<file path="src/rtl/cal_pkg.sv">
// ============================================================================
// Module   : cal_pkg
// Brief    : Shared widths, weekday encoding and helpers for the calendar block.
// Revision : 1.0 - initial release
// ============================================================================
`default_nettype none

package cal_pkg;

    localparam int DATE_W = 5;
    localparam int WEEK_W = 3;

    typedef enum logic [WEEK_W-1:0] {
        MON = 3'd1,
        TUE = 3'd2,
        WED = 3'd3,
        THU = 3'd4,
        FRI = 3'd5,
        SAT = 3'd6,
        SUN = 3'd7
    } weekday_e;

    localparam logic [DATE_W-1:0] LEN_MIN = 5'd28;
    localparam logic [DATE_W-1:0] LEN_MAX = 5'd31;

    function automatic logic is_weekend(input logic [WEEK_W-1:0] week);
        return (week == SAT) || (week == SUN);
    endfunction

    // Out-of-range month lengths fall back to the longest month.
    function automatic logic [DATE_W-1:0] clamp_len(input logic [DATE_W-1:0] len);
        return ((len < LEN_MIN) || (len > LEN_MAX)) ? LEN_MAX : len;
    endfunction

endpackage

`default_nettype wire

</file>
<file path="src/rtl/cal_wrap_counter.sv">
// ============================================================================
// Module   : cal_wrap_counter
// Brief    : 1-based counter with load, enable and programmable maximum.
// Revision : 1.0 - initial release
// ============================================================================
`default_nettype none

module cal_wrap_counter #(
    parameter int             W       = 5,
    parameter logic [W-1:0]   RST_VAL = 1
) (
    input  logic         clk,
    input  logic         rst_n,
    input  logic         en,
    input  logic         load,
    input  logic [W-1:0] load_val,
    input  logic [W-1:0] max_val,
    output logic [W-1:0] count,
    output logic         at_max,
    output logic         wrap
);

    // >= rather than == so a maximum that shrinks below the count still wraps.
    assign at_max = (count >= max_val);

    always_ff @(posedge clk) begin
        if (!rst_n) begin
            count <= RST_VAL;
            wrap  <= 1'b0;
        end else begin
            wrap <= 1'b0;
            if (load) begin
                count <= load_val;
            end else if (en) begin
                if (at_max) begin
                    count <= W'(1);
                    wrap  <= 1'b1;
                end else begin
                    count <= count + W'(1);
                end
            end
        end
    end

endmodule

`default_nettype wire

</file>
<file path="src/rtl/calendar_day_tracker.sv">
// ============================================================================
// Module   : calendar_day_tracker
// Brief    : Date/weekday source with weekend flag, month wrap and workday count.
//            Define CAL_VARIABLE_MONTH_EN to add the month_len input port.
// Revision : 1.0 - initial release
// ============================================================================
`default_nettype none

module calendar_day_tracker
    import cal_pkg::*;
#(
    parameter int DAYS_PER_MONTH = 30,
    parameter int START_WEEKDAY  = 1
) (
    input  logic              clk,
    input  logic              rst_n,
    input  logic              day_tick,
    input  logic              load_en,
    input  logic [DATE_W-1:0] load_date,
    input  logic [WEEK_W-1:0] load_week,
`ifdef CAL_VARIABLE_MONTH_EN
    input  logic [DATE_W-1:0] month_len,
`endif
    output logic [DATE_W-1:0] tod_out,
    output logic [WEEK_W-1:0] week_out,
    output logic              weekend_out,
    output logic [DATE_W-1:0] workdays_out,
    output logic              month_wrap,
    output logic              load_err
);

    localparam logic [WEEK_W-1:0] START_WK = WEEK_W'(START_WEEKDAY);
    localparam logic [WEEK_W-1:0] WEEK_MAX = WEEK_W'(7);
    localparam logic [DATE_W-1:0] WD_MAX   = DATE_W'(31);

    logic [DATE_W-1:0] len;
    logic              load_ok;
    logic              do_load;
    logic              do_tick;
    logic              date_at_max;
    logic              unused_week_at_max;
    logic              unused_week_wrap;

`ifdef CAL_VARIABLE_MONTH_EN
    assign len = clamp_len(month_len);
`else
    localparam logic [DATE_W-1:0] FIXED_LEN = DATE_W'(DAYS_PER_MONTH);
    assign len = clamp_len(FIXED_LEN);
`endif

    assign load_ok = (load_date != '0) && (load_date <= len) && (load_week != '0);
    assign do_load = load_en && load_ok;
    // Any load request, legal or not, swallows a concurrent tick.
    assign do_tick = day_tick && !load_en;

    cal_wrap_counter #(
        .W       (DATE_W),
        .RST_VAL (DATE_W'(1))
    ) u_date (
        .clk      (clk),
        .rst_n    (rst_n),
        .en       (do_tick),
        .load     (do_load),
        .load_val (load_date),
        .max_val  (len),
        .count    (tod_out),
        .at_max   (date_at_max),
        .wrap     (month_wrap)
    );

    cal_wrap_counter #(
        .W       (WEEK_W),
        .RST_VAL (START_WK)
    ) u_week (
        .clk      (clk),
        .rst_n    (rst_n),
        .en       (do_tick),
        .load     (do_load),
        .load_val (load_week),
        .max_val  (WEEK_MAX),
        .count    (week_out),
        .at_max   (unused_week_at_max),
        .wrap     (unused_week_wrap)
    );

    assign weekend_out = is_weekend(week_out);

    always_ff @(posedge clk) begin
        if (!rst_n) begin
            workdays_out <= '0;
            load_err     <= 1'b0;
        end else begin
            load_err <= load_en && !load_ok;
            if (do_load) begin
                workdays_out <= '0;
            end else if (do_tick) begin
                // Month rollover clears the count even if the day left was a workday.
                if (date_at_max) begin
                    workdays_out <= '0;
                end else if ((week_out >= MON) && (week_out <= FRI) &&
                             (workdays_out != WD_MAX)) begin
                    workdays_out <= workdays_out + DATE_W'(1);
                end
            end
        end
    end

endmodule

`default_nettype wire

</file>
<file path="config.mk">
export PLATFORM = sky130hd
export DESIGN_NAME = calendar_day_tracker
export DESIGN_NICKNAME = d
export VERILOG_FILES = /design/src/rtl/cal_pkg.sv /design/src/rtl/cal_wrap_counter.sv /design/src/rtl/calendar_day_tracker.sv
export SDC_FILE = /design/constraint.sdc
export NUM_CORES = 1
export LEC_CHECK = 0
export CAP_MARGIN = 20
export CORE_MARGIN = 3
export CORE_UTILIZATION = 51
export CTS_BUF_LIST = sky130_fd_sc_hd__clkbuf_4 sky130_fd_sc_hd__clkbuf_8
export DETAILED_ROUTE_END_ITERATION = 12
export PLACE_DENSITY = 0.86
export RECOVER_POWER = 100
export SYNTH_ARGS = -nofsm -noshare
export SYNTH_HDL_FRONTEND = slang
export SYNTH_SLANG_ARGS = --single-unit
</file>
<file path="constraint.sdc">
create_clock -name clk -period 2.7 [get_ports clk]
set_input_delay 0.54 -clock clk [delete_from_list [all_inputs] [get_ports clk]]
set_output_delay 0.54 -clock clk [all_outputs]
set_load 0.01 [all_outputs]
</file>
After elaboration in Yosys (flattened, before gate mapping). Cells that the tools add are included.

Add/subtract/negate cells: 3. Order comparisons: 5. Equality and inequality tests: 3. Muxes and demuxes: 9. Bitwise logic cells: 2. Reduce and logical (&&, ||, !) cells: 17.

Operator list (number): 2-to-1 mux 5 bit (5); adder 5 x 1 -> 5 bit, second input constant (2); 2-to-1 mux 3 bit (3); logical AND 1 bit (7); equality test 3 bit, second input constant (2); >= comparator 5 bit, second input constant (1); <= comparator 5 bit, second input constant (1); != test 5 bit, second input constant (1); nonzero test 5 bit (1); nonzero test 2 bit (2); adder 3 x 1 -> 3 bit, second input constant (1); >= comparator 3 x 1 -> 1 bit, second input constant (1); >= comparator 3 bit, second input constant (1); <= comparator 3 bit, second input constant (1); nonzero test 3 bit (1); OR reduction 3 bit (1); zero test 1 bit (2); NOT 1 bit (2); AND reduction 2 bit (1); OR reduction 2 bit (1); logical OR 1 bit (1); 2-to-1 mux 1 bit (1).

Flip-flop bits (word level): 15. Input port bits: 12. Output and inout bits: 16. Logic and storage cells: 44.

Logic depth before layout (Yosys ltp). Gate-level depths: netlist of run 1.

Word-level depth: 5. Mapped depth: 7. Depth with buffers taken out: 7.

Cells and area by module. From an unflattened synthesis of run 1, not the netlist that was laid out.

Cell total of the unflattened synthesis: 126. Area total of the unflattened synthesis: 1088.5 µm².

Modules (own cells, without submodules): cal_wrap_counter at u_date (times used 1, cells an instance 55, area an instance 454.2 µm², sequential area each 120.1 µm²); calendar_day_tracker (times used 1, cells an instance 40, area an instance 364.1 µm², sequential area each 120.1 µm²); cal_wrap_counter at u_week (times used 1, cells an instance 31, area an instance 270.3 µm², sequential area each 80.1 µm²).

Worst setup path after synthesis of run 1. No wires, ideal clock.

Kind: register -> register. From: register workdays_out[0]. To: register workdays_out[3]. Library setup time: 70 ps. Data arrival time: 1775 ps. Data required time: 2630 ps. Slack: 855 ps. Cell stages (with the launch flop): 7. Buffers on the path: 0. Clock period less this slack: 1845 ps. Cell sequence: dfxtp_1 ha_1 and3_1 ha_1 or3_4 or3_1 a21oi_1.

Word-level cells in the longest chain between the ends: 4. Elaborated cells between the ends (all ways): 7. Those cells by class: add/sub (1); eq/ne (1); mux (2); reduce/logical (3).

RTL lines: start: declaration (line calendar_day_tracker.sv:27) `output logic [DATE_W-1:0] workdays_out,`; start signal: assignment (line calendar_day_tracker.sv:102) `workdays_out <= workdays_out + DATE_W'(1);`; parallel branches: the longest is 4 deep, another holds adder 5 x 1 -> 5 bit.

Parallel ways; which one is timed is not known. The select of a mux whose other input is x is not followed. A chain may end at the register's enable or synchronous reset.

Worst setup path in the final report of run 1.
From: input load_date[2]. To: register u_date.count[1].

Word-level cells in the longest chain between the ends: 5. Elaborated cells between the ends (all ways): 7. Those cells by class: order compare (1); mux (1); reduce/logical (5).

RTL lines: start: declaration (line calendar_day_tracker.sv:19) `input logic [DATE_W-1:0] load_date,`; <= comparator 5 bit or nonzero test 5 bit (tied branches) (line calendar_day_tracker.sv:51) `assign load_ok = (load_date != '0) && (load_date <= len) && (load_week != '0);`; logical AND 1 bit * (2 in series) (line calendar_day_tracker.sv:51); logical AND 1 bit * (line calendar_day_tracker.sv:52) `assign do_load = load_en && load_ok;`; 2-to-1 mux 5 bit or nonzero test 2 bit (tied branches); end signal: assignment (line cal_wrap_counter.sv:33) `count <= load_val;`; end signal: assignment (line cal_wrap_counter.sv:39) `count <= count + W'(1);`; end: declaration (line cal_wrap_counter.sv:18) `output logic [W-1:0] count,`.

Mark *: on every way between the ends. The rest lies on a longest branch, timed or not.

==> results of run 1 <==
-- area by class of cell --
cell class                      instances  share of cell area [%]
Tap cell                               24                   2.474
Sequential cell                        15                   24.74
Multi-Input combinational cell         83                   46.80
Inverter                                3                  0.9278
Timing Repair Buffer                   28                   22.58
Clock buffer                            4                   2.474
-- synthesized netlist by cell type, types with 2 or more instances --
cell | instances | area [sq um]
a21oi_1 | 5 | 25.02
a221o_1 | 2 | 20.02
a31oi_1 | 4 | 25.02
and3_1 | 4 | 25.02
clkbuf_1 | 2 | 7.510
dfxtp_1 | 15 | 300.3
ha_1 | 8 | 100.1
inv_1 | 3 | 11.26
nand2_1 | 9 | 33.78
nand3_1 | 12 | 60.06
nand4_1 | 2 | 12.51
nor2_1 | 5 | 18.77
nor3_1 | 2 | 10.01
o211a_1 | 3 | 30.03
o21ai_0 | 3 | 15.01
o21ai_1 | 2 | 10.01
or3_1 | 3 | 18.77
xnor2_1 | 3 | 26.28
-- metal layers --
metal	up-vias	GRT usage, %	wire [um]
li1	456	-	-
met1	427	28.82	1026
met2	36	36.72	1139
met3	11	5.535	114
met4	0	11.29	62
met5	-	0	0
-- flip-flops by register name, indices dropped and copies added, names as in the netlist --
signal        flops
u_date.count      5
workdays_out      5
u_week.count      3
load_err          1
u_date.wrap       1
-- report_power, final --
group | internal (W) | switching (W) | leakage (nW) | total, W
Combinational | 0.0000622 | 0.0000588 | 0.411 | 0.000121
Sequential | 0.000234 | 0.0000218 | 0.123 | 0.000256
Clock | 0.0000675 | 0.0000733 | 0.0184 | 0.000141
-- kinds of logic (layout without fill, tap and decap cells) --
kind of cell / count (synthesis) / after routing / synth area share, %
AND/OR/NAND/NOR: 44 / 44 / 26.79
AO/OA/AOI/OAI: 27 / 27 / 21.15
flip-flops: 15 / 15 / 32.97
adder cells (fa/ha/maj): 8 / 8 / 10.99
buffers and inverters: 7 / 35 / 4.121
XOR/XNOR: 3 / 3 / 2.885
multiplexers: 1 / 1 / 1.099
-- worst min-delay path, stage by stage, from the launching register on --
cell     delay, ns
dfxtp_1       0.33
o21ai_0       0.07
a21oi_1       0.06
-- placed cells by master, fill, tap and decap left out, types with 3 or more instances in the layout --
cell,count
nor2_1,5
nand3_1,13
a31oi_1,4
and3_1,4
a21oi_1,5
or3_1,3
inv_1,3
clkbuf_4,4
o21ai_0,4
ha_1,8
o211a_1,3
nand2_1,9
clkdlybuf4s50_1,9
dlygate4sd3_1,18
xnor2_1,3
dfxtp_1,15
-- worst max path at each step --
stage | startpoint | end | slack, ns | cells past startpoint
after floorplan | workdays_out[0]$_SDFFE_PP0P_ | workdays_out[3]$_SDFFE_PP0P_ | 0.85 | 6
after global placement | load_date[2] | u_week.count[0]$_SDFFE_PN1P_ | 0.46 | 6
after detailed placement | load_date[0] | u_date.count[1]$_SDFFE_PN0P_ | 0.41 | 7
after CTS | u_week.count[0]$_SDFFE_PN1P_ | weekend_out | 0.35 | 4
after global routing | u_week.count[0]$_SDFFE_PN1P_ | weekend_out | 0.20 | 4
final | load_date[2] | u_date.count[1]$_SDFFE_PN0P_ | 0.27 | 7
-- per-stage QoR --
stage	cell area, sq um	worst slack [ns]	power [W]
detailed placement	1192	0.4062	0.0003867
CTS	1222	0.3523	0.0005237
floorplan	910.9	0.8550	0.0003264
finish	1214	0.2695	0.0005173
global route	1214	0.2008	0.0005455
global placement	1192	0.4565	0.0003827
==> flow_metrics.py, run 1 <==
metrics = {
    "outcome": {
        "status": "finished, final reports clean",
    },
    "global_route": {
        "grt_pass1_wl_mm": 3.801,
        "overflow": 0,
        "grt_usage_pct": 23.05,
        "grt_max_degree": 15,
        "grt_pass1_vias": 859,
        "antenna_found_initial": 0,
    },
    "worst_setup_path": {
        "crit_family": "buffers and inverters",
        "reg2reg_slack_ns": 0.80,
        "r2r_cells": 6,
        "end_kind": "register",
        "cp_num_buf_inv": 2,
        "path_cells": "dlygate4sd3_1 > nor4_1 > mux2i_1 > nand3_1 > clkbuf_1 > o311ai_0 > o211a_1",
        "r2r_start": "workdays_out[0]$_SDFFE_PP0P_",
        "crit_slowest_cell": "dlygate4sd3_1",
        "path_class": "primary input to register",
        "r2r-end": "workdays_out[3]$_SDFFE_PP0P_",
        "crit_fanout": 10,
        "arrival_ns": 2.61,
        "crit_path_max_incr_delay_ns": 0.58,
        "start_kind": "primary input",
        "required_ns": 2.88,
    },
    "sta": {
        "rsz0062_at_grt": "no",
        "final.setup.tns_ns": 0,
        "maxSlewViolCount": 0,
        "timing.hold.ws_ns": 0.5072,
        "period_minus_slack_ns": 2.431,
        "fin_crit_sh_pct": 90.02,
        "tightest_slew_ns": 0.4400,
        "setup-violations-final": 0,
        "finalHoldViolations": 0,
        "relSlewSlack_pct": 70.29,
        "timing.fmax_mhz": 411.4,
        "fin_skew_ns": 0.0009056,
    },
    "routing": {
        "viasPerCell": 5.924,
        "postRouteAntennaNets": 0,
        "drc_errors": 0,
        "wl_per_cell_um": 14.92,
        "routed_wl_mm": 2.343,
        "drt_iter0_markers": 19,
        "firstDrtPassIters": 4,
        "vias": 930,
    },
    "yosys": {
        "async_reset_ff_share_pct": 0,
        "synth_cell_type_count": 36,
        "syn_area_per_cell_sq_um": 8.675,
        "syn-cell-area_sq_um": 910.9,
        "synth_warnings": 0,
        "syn_nets": 125,
        "synth-edff-count": 0,
        "synth_seq_cells": 15,
        "synth_cells": 105,
        "synth_seq_area_share_pct": 32.97,
        "synthFlopType": "dfxtp_1",
    },
    "cells_and_area": {
        "drive_gt1_share_pct": 5.263,
        "regArea_sq_um": 300.3,
        "fin_cells": 157,
        "fin_util_pct": 76.14,
        "num-nets-final": 154,
        "multiInputGateArea_sq_um": 568.0,
        "area_growth_pct": 33.24,
        "diodes": 0,
        "n_fill_cell": 127,
    },
    "clocking": {
        "ctsHoldBuffers": 0,
        "cts.clk_slew.worst_paths_ns": 0.09,
        "cts.repair.resized": 0,
        "numCtsBuffers": 3,
        "clockRootBuffer": "clkbuf_4",
        "clock_path_buffers": 2,
        "post_cts_buffers": 0,
        "cts.sink_count": 15,
        "clk-insertion-delay-late_ns": 0.29,
        "cts_tree": "done",
        "htree_levels": 1,
    },
    "die": {
        "num_rows": 14,
        "core_area_sq_mm": 0.001594,
        "initial_utilization_pct": 57.14,
        "die_width_um": 48.26,
        "die_h_um": 48.26,
        "ios": 28,
        "dieArea_sq_mm": 0.002329,
    },
    "worst_hold_path": {
        "min_path_type": "register to register",
        "holdPathEnd": "workdays_out[3]$_SDFFE_PP0P_",
        "hold_depth": 2,
        "hp-start": "workdays_out[3]$_SDFFE_PP0P_",
    },
    "placement": {
        "dp.cells": 153,
        "port-buffer-count": 27,
        "place_congestion": 0.9066,
        "post-dp-hpwl_mm": 1.778,
    },
    "pwr": {
        "p_per_area_mw_per_mm2": 426.2,
        "power.leakage_nw": 0.5529,
        "max-vdd-ir-drop_v": 0.0003260,
    },
    "job": {
        "maxCapViolCount": 0,
    },
}
No activity file was read; power rests on OpenSTA's default activity.
==> run 2, diff against run 1 <==
--- a/config.mk
+++ b/config.mk
@@ -10,6 +10,7 @@
 export CORE_UTILIZATION = 51
 export CTS_BUF_LIST = sky130_fd_sc_hd__clkbuf_4 sky130_fd_sc_hd__clkbuf_8
 export DETAILED_ROUTE_END_ITERATION = 12
+export HOLD_SLACK_MARGIN = 0.15
 export PLACE_DENSITY = 0.86
 export RECOVER_POWER = 100
 export SYNTH_ARGS = -nofsm -noshare
==> results of run 2 <==
Final layout, timing and power as in run 1 (identical DEF).
==> run 3, diff against run 2 <==
--- a/config.mk
+++ b/config.mk
@@ -8,7 +8,7 @@
 export CAP_MARGIN = 20
 export CORE_MARGIN = 3
 export CORE_UTILIZATION = 51
-export CTS_BUF_LIST = sky130_fd_sc_hd__clkbuf_4 sky130_fd_sc_hd__clkbuf_8
+export CTS_BUF_LIST = sky130_fd_sc_hd__clkbuf_8
 export DETAILED_ROUTE_END_ITERATION = 12
 export HOLD_SLACK_MARGIN = 0.15
 export PLACE_DENSITY = 0.86
==> flow_metrics.py, run 3 (synthesis results as in run 1) <==
metrics = {
    "outcome": {
        "status": "finished, final reports clean",
    },
    "die": {
        "die_h_um": 48.26,
        "core_area_sq_mm": 0.001594,
        "num_rows": 14,
        "dieArea_sq_mm": 0.002329,
        "initial_utilization_pct": 57.14,
        "die_width_um": 48.26,
        "ios": 28,
    },
    "sta": {
        "maxSlewViolCount": 0,
        "fin_skew_ns": 0.0008658,
        "fin_crit_sh_pct": 90.15,
        "final.setup.tns_ns": 0,
        "rsz0062_at_grt": "no",
        "tightest_slew_ns": 0.4360,
        "final.setup.worst_slack_ns": 0.2660,
        "setup-violations-final": 0,
        "period_minus_slack_ns": 2.434,
        "timing.fmax_mhz": 410.9,
        "relSlewSlack_pct": 70.93,
        "finalHoldViolations": 0,
    },
    "cells_and_area": {
        "top_regs": "u_date.count (5), workdays_out (5), u_week.count (3)",
        "final_cell_mix": "dlygate4sd3_1 (18), dfxtp_1 (15), nand3_1 (13)",
        "num-nets-final": 154,
        "area_growth_pct": 34.89,
        "diodes": 0,
        "final_common_cell": "dlygate4sd3_1",
        "drive_gt1_share_pct": 4.511,
    },
    "routing": {
        "vias": 951,
        "postRouteAntennaNets": 0,
        "firstDrtPassIters": 4,
        "drt_iter0_markers": 28,
        "wl_per_cell_um": 15.32,
        "routed_wl_mm": 2.405,
        "viasPerCell": 6.057,
        "drc_errors": 0,
    },
    "worst_setup_path": {
        "path_class": "primary input to register",
        "reg2reg_slack_ns": 0.81,
        "start_kind": "primary input",
        "crit_fanout": 10,
        "arrival_ns": 2.57,
        "required_ns": 2.84,
        "end_kind": "register",
    },
    "global_route": {
        "grt_pass1_wl_mm": 3.877,
        "grt_pass1_vias": 858,
        "grt_usage_pct": 23.65,
        "grt_max_degree": 15,
        "antenna_found_initial": 0,
        "overflow": 0,
    },
    "clocking": {
        "cts.sink_count": 15,
        "ctsHoldBuffers": 0,
        "clk-insertion-delay-late_ns": 0.25,
        "cts.repair.resized": 0,
        "htree_levels": 1,
        "clock_path_buffers": 2,
        "clockRootBuffer": "clkbuf_8",
        "numCtsBuffers": 3,
        "cts_tree": "done",
        "post_cts_buffers": 0,
        "cts.clk_slew.worst_paths_ns": 0.06,
    },
    "pwr": {
        "power.leakage_nw": 0.5619,
        "max-vdd-ir-drop_v": 0.0003332,
        "p_per_area_mw_per_mm2": 452.6,
        "power.total_w": 0.0005561,
    },
    "worst_hold_path": {
        "min_path_type": "register to register",
    },
    "placement": {
        "port-buffer-count": 27,
        "post-dp-hpwl_mm": 1.778,
        "place_ws_ns": 0.4062,
        "place_congestion": 0.9066,
    },
    "job": {
        "maxCapViolCount": 0,
    },
}
==> run 3: cell count changes in the layout (fill, tap and decap cells not counted), sizes merged <==
cell | previous run | this run
clkbuf | 5 | 4
inv | 3 | 4
==> run 3: critical path, stage by stage <==
cell,delay [ns]
dlygate4sd3_1,0.58
nor4_1,0.26
mux2i_1,0.22
nand3_1,0.19
clkbuf_1,0.38
o311ai_1,0.22
o211a_1,0.18
==> run 3: final timing paths <==
path,from,end,cells after the start
worst max-delay path,load_date[2],u_date.count[1]$_SDFFE_PN0P_,7
worst min-delay path,workdays_out[3]$_SDFFE_PP0P_,workdays_out[3]$_SDFFE_PP0P_,2
worst max register to register,workdays_out[0]$_SDFFE_PP0P_,workdays_out[3]$_SDFFE_PP0P_,6
worst min register to register,workdays_out[3]$_SDFFE_PP0P_,workdays_out[3]$_SDFFE_PP0P_,2
==> run 3: layer usage <==
metal / share of wire (%) / GRT usage, %
met1: 42 / 29.27
met2: 48 / 39.06
met3: 6.3 / 5.535
met4: 3.2 / 9.677
met5: 0 / 0
==> run 3: layout make-up <==
class                   instances  area, sq um
multi-input cells              83        568.0
fillers                       126        365.4
flip-flops and latches         15        300.3
repair buffers                 28        274.0
clock buffers                   3        41.29
well taps                      24        30.03
inverters                       3        11.26
clock inverters                 1        3.754
==> run 3: per-stage QoR <==
step / hold WS (ns) / util, % / area (sq um) / instances
2_1_floorplan: 0.5054 / - / 910.9 / 105
3_3_place_gp: 0.4880 / 74.80 / 1192 / 153
3_5_place_dp: 0.5019 / 74.80 / 1192 / 153
4_1_cts: 0.5114 / 77.63 / 1237 / 157
5_1_grt: 0.5221 / 77.08 / 1229 / 157
6_report: 0.5030 / 77.08 / 1229 / 157
==> run 3: report_power, final <==
group          leakage [nW]  switching (W)  internal, W
registers             0.123      0.0000217     0.000234
clock network        0.0269      0.0000766     0.000101
logic                 0.412      0.0000603    0.0000627
